$ cat config.mk
export PLATFORM = sky130hd
export DESIGN_NAME = chunked_serial_adder
export DESIGN_NICKNAME = d
export VERILOG_FILES = /design/src/rtl/chunked_serial_adder.sv
export SDC_FILE = /design/constraint.sdc
export NUM_CORES = 1
export LEC_CHECK = 0
export ABC_AREA = 1
export CORE_MARGIN = 3
export CORE_UTILIZATION = 54
export CTS_CLUSTER_DIAMETER = 50
export DETAILED_ROUTE_END_ITERATION = 7
export PLACE_DENSITY = 0.83
export SLEW_MARGIN = 15
export SYNTH_ARGS = -nofsm -noshare
export SYNTH_HDL_FRONTEND = slang
export SYNTH_SLANG_ARGS = --single-unit
export TNS_END_PERCENT = 30
$ cat constraint.sdc
create_clock -name clk -period 4.4 [get_ports clk]
set_input_delay 0.88 -clock clk [delete_from_list [all_inputs] [get_ports clk]]
set_output_delay 0.88 -clock clk [all_outputs]
set_load 0.01 [all_outputs]
$ cat src/rtl/chunked_serial_adder.sv
// chunked_serial_adder: multi-cycle adder/subtractor that processes CHUNK bits
// per clock, passing the carry between chunks through a register. A start
// request is accepted while not busy. done pulses for one cycle when
// sum/cout/overflow are valid, and they hold until the next accepted start.
module chunked_serial_adder #(
  parameter int WIDTH = 8,
  parameter int CHUNK = 2
) (
  input  logic             clk,
  input  logic             reset,
  input  logic             start,
  input  logic             sub,
  input  logic [WIDTH-1:0] x,
  input  logic [WIDTH-1:0] y,
  input  logic             cin,
  output logic             busy,
  output logic             done,
  output logic [WIDTH-1:0] sum,
  output logic             cout,
  output logic             overflow
);

  localparam int NCHUNK = WIDTH / CHUNK;
  // The index is at least one bit wide so that the single-chunk case still
  // has a legal counter. Chunk slots are padded to a power of two so that the
  // index width exactly matches the mux depth.
  localparam int IW    = (NCHUNK > 1) ? $clog2(NCHUNK) : 1;
  localparam int NSLOT = 1 << IW;

  typedef enum logic [1:0] {IDLE, BUSY, DONE} state_t;

  state_t           state_reg;
  logic [WIDTH-1:0] xa_reg;
  logic [WIDTH-1:0] yb_reg;
  logic [WIDTH-1:0] sum_reg;
  logic [WIDTH-1:0] sum_next;
  logic             carry_reg;
  logic [IW-1:0]    idx_reg;
  logic             busy_reg;
  logic             done_reg;
  logic             cout_reg;
  logic             ovf_reg;

  logic [CHUNK-1:0] xa_ch [NSLOT];
  logic [CHUNK-1:0] yb_ch [NSLOT];
  logic [CHUNK:0]   chunk_sum;
  logic             last_chunk;

  // Split the latched operands into chunk slots. Only the chunk selected by
  // the index is replaced in the next sum. Any padding slots read as zero.
  genvar gi;
  generate
    for (gi = 0; gi < NSLOT; gi++) begin : g_slot
      if (gi < NCHUNK) begin : g_live
        assign xa_ch[gi] = xa_reg[gi*CHUNK +: CHUNK];
        assign yb_ch[gi] = yb_reg[gi*CHUNK +: CHUNK];
        assign sum_next[gi*CHUNK +: CHUNK] =
          (idx_reg == IW'(gi)) ? chunk_sum[CHUNK-1:0] : sum_reg[gi*CHUNK +: CHUNK];
      end else begin : g_pad
        assign xa_ch[gi] = '0;
        assign yb_ch[gi] = '0;
      end
    end
  endgenerate

  // Datapath for the current chunk. This is a CHUNK-bit add plus the
  // registered carry.
  assign chunk_sum  = {1'b0, xa_ch[idx_reg]} + {1'b0, yb_ch[idx_reg]}
                    + {{CHUNK{1'b0}}, carry_reg};
  assign last_chunk = (idx_reg == IW'(NCHUNK - 1));

  // Control FSM and all state. In IDLE and DONE a start request is accepted.
  // In BUSY the FSM walks through the chunks.
  always_ff @(posedge clk) begin
    if (reset) begin
      state_reg <= IDLE;
      xa_reg    <= '0;
      yb_reg    <= '0;
      sum_reg   <= '0;
      carry_reg <= 1'b0;
      idx_reg   <= '0;
      busy_reg  <= 1'b0;
      done_reg  <= 1'b0;
      cout_reg  <= 1'b0;
      ovf_reg   <= 1'b0;
    end else begin
      case (state_reg)
        IDLE, DONE: begin
          done_reg <= 1'b0;
          if (start) begin
            // Subtraction is x + ~y + 1. The +1 comes in through the carry.
            xa_reg    <= x;
            yb_reg    <= y ^ {WIDTH{sub}};
            carry_reg <= sub ? 1'b1 : cin;
            idx_reg   <= '0;
            busy_reg  <= 1'b1;
            state_reg <= BUSY;
          end else begin
            state_reg <= IDLE;
          end
        end
        BUSY: begin
          sum_reg   <= sum_next;
          carry_reg <= chunk_sum[CHUNK];
          if (last_chunk) begin
            cout_reg  <= chunk_sum[CHUNK];
            ovf_reg   <= (xa_reg[WIDTH-1] == yb_reg[WIDTH-1]) &&
                         (chunk_sum[CHUNK-1] != xa_reg[WIDTH-1]);
            busy_reg  <= 1'b0;
            done_reg  <= 1'b1;
            state_reg <= DONE;
          end else begin
            idx_reg <= idx_reg + IW'(1);
          end
        end
        default: begin
          busy_reg  <= 1'b0;
          done_reg  <= 1'b0;
          state_reg <= IDLE;
        end
      endcase
    end
  end

  assign busy     = busy_reg;
  assign done     = done_reg;
  assign sum      = sum_reg;
  assign cout     = cout_reg;
  assign overflow = ovf_reg;

endmodule

==> results.py <==
metrics = {
    "placement": {
        "place_ws_ps": 1910,
        "dp_hpwl_um": 2130,
        "gp_congestion": 0.828,
        "io_buffers": 32,
        "postPlaceCellArea_um2": 1920,
    },
    "floorplan": {
        "num_rows": 19,
        "core_um2": 2810,
        "die_w_um": 60.9,
        "die-area_um2": 3710,
        "start_util_pct": 58.0,
        "design.portCount": 33,
        "die_h_um": 60.9,
    },
    "grt": {
        "grt_max_degree": 30,
        "grt_pass1_wl_um": 5160,
        "grt_usage_pct": 18.7,
        "gr-total-overflow": 0,
        "grt_pass1_vias": 1244,
        "antenna_found_initial": 0,
    },
    "drt": {
        "remaining_drc_errors": 0,
        "via_count": 1434,
        "drtIter0Drc": 38,
        "vias_per_cell": 4.88,
        "drtPass1Iterations": 4,
        "wl_per_cell_um": 10.2,
        "wirelength_um": 3000,
        "drtAntennaViolNets": 0,
    },
    "yosys": {
        "yosys.area.top_type": "dfxtp_1",
        "ys_top_cells_by_area": "dfxtp_1 41%, nand2_1 13%, nor2_1 9.2%",
        "synth_cell_types": 18,
        "yosysSeqAreaShare_pct": 40.6,
        "ys_warn_count": 0,
        "syn_nets": 259,
        "syn_inst": 232,
        "synthesis.area_um2": 1630,
        "postSynthAreaPerCell_um2": 7.01,
        "ys_ff_latch": 33,
        "post-synth-top-area-fraction_pct": 40.6,
    },
    "clock_network": {
        "hold_buffers": 0,
        "clock-root-buffer": "clkbuf_4",
        "clock_path_buffers": 2,
        "post_cts_resized": 0,
        "post_cts_buffers": 0,
        "cts_buffers": 5,
        "cts-htree-levels": 2,
        "clock_latency_ps": 340,
        "cts_tree": "yes",
        "clock-sinks": 33,
        "clk_pin_slew_worst_paths_ps": 100,
    },
    "sta": {
        "hold_viol": 0,
        "post-route-period-util_pct": 56.5,
        "skew_ps": 6.09,
        "max_slew_margin_pct": 53.4,
        "layout_setup_ws_ps": 1910,
        "tightest_slew_ps": 698,
        "slew_violations": 0,
        "tns_ps": 0,
        "rsz0062_at_grt": "false",
        "period_needed_ps": 2490,
        "setup_viol": 0,
        "fmax_ghz": 0.402,
    },
    "setup_path": {
        "cp-end-kind": "register",
        "path_class": "reg -> reg",
        "start_kind": "register",
        "arrival_ps": 2720,
        "required_ps": 4640,
        "worstPathMaxFanout": 13,
    },
    "pwr": {
        "ir_drop_mv": 0.226,
        "p_leak_nw": 0.854,
        "power_w": 0.000683,
        "powerDensity_nw_per_um2": 342,
    },
    "final_layout": {
        "nFillCells": 236,
        "n_antenna_cell": 0,
        "drive_gt1_share_pct": 4.56,
        "area_delta_synth_final_pct": 22.5,
        "nets": 289,
        "fin_area_um2": 1990,
    },
    "run": {
        "maxCapViolCount": 0,
    },
    "hold_path": {
        "hold_path_class": "reg -> reg",
    },
    "outcome": {
        "status": "finished, final reports clean",
    },
}
-- logic make-up (layout without fill, tap and decap cells) --
group | Yosys count | count (layout) | share of synthesized area (%)
XOR/XNOR | 8 | 8 | 4.31
flip-flops | 33 | 33 | 40.6
buffers and inverters | 40 | 71 | 11.0
adder cells (fa/ha/maj) | 6 | 6 | 5.54
AND/OR/NAND/NOR | 111 | 111 | 28.1
AO/OA/AOI/OAI | 34 | 34 | 10.5
-- layout make-up --
type	instances	area (um2)	share of cell area, %
Sequential cell	33	661	33.1
Clock buffer	7	65.1	3.26
Multi-Input combinational cell	159	787	39.5
Inverter	31	116	5.84
Timing Repair Buffer	32	320	16.1
Tap cell	31	38.8	1.95
Clock inverter	1	5.00	0.251
-- through the flow --
stage	hold slack (ps)	util [%]	cells
after detailed placement	473	68.6	286
after global placement	464	68.6	286
after CTS	497	71.1	294
final	496	71.1	294
after global routing	527	71.1	294
after floorplan	448	-	232
-- layer usage --
metal	routed length [um]	up-vias	track usage, %	share of wire, %
li1	-	769	-	-
met1	1430	634	23.4	48
met2	1390	26	29.9	46
met3	140	5	4.68	4.7
met4	37	0	9.29	1.2
met5	0	-	0	0
-- worst max-delay path: stages (launching register included) --
cell and delay [ps]:
dfxtp_1 430, inv_1 340, nand2_1 100, nand3_1 80
nand2_1 70, fa_1 400, fa_1 650, nor2_1 70
nand2_1 60, nand2_1 50, nor2_1 80, nor2_1 50
-- layout by cell type, fill, tap and decap left out --
cell type        Yosys  routed
nand2_1             57      57
nor2_1              40      40
dfxtp_1             33      33
clkdlybuf4s50_1      0      32
inv_1               30      30
a21oi_1             17      17
o21ai_0             17      17
nand3_1              8       8
xnor2_1              8       8
clkbuf_4             0       5
ha_1                 4       4
nor3_1               3       3
fa_1                 2       2
clkbuf_8             0       2
nor2_4               1       1
inv_2                1       1
nor2_8               1       1
nand2_2              1       1
clkinv_2             0       1
-- worst paths after layout --
kind,start,end,slack [ps],cells past startpoint
setup / recovery,idx_reg[0],overflow,1910,11
hold / removal,carry_reg,carry_reg,500,2
setup reg to reg,idx_reg[0],overflow,1910,11
hold reg to reg,carry_reg,carry_reg,500,2
-- synthesized netlist by cell type (all sizes together) --
cell   count
buf        9
dfxtp     33
ha         4
fa         2
nand3      8
xnor2      8
a21oi     17
nor2      42
o21ai     17
nand2     58
nor3       3
inv       31
-- where the power goes --
part / total [W] / internal (W) / switching, W
Sequential: 0.000336 / 0.000321 / 0.0000157
Combinational: 0.000152 / 0.0000677 / 0.0000839
Clock: 0.000195 / 0.0000925 / 0.000102
Total: 0.000683 / 0.000481 / 0.000202
Note: power is estimated with default switching activity, not from simulation.
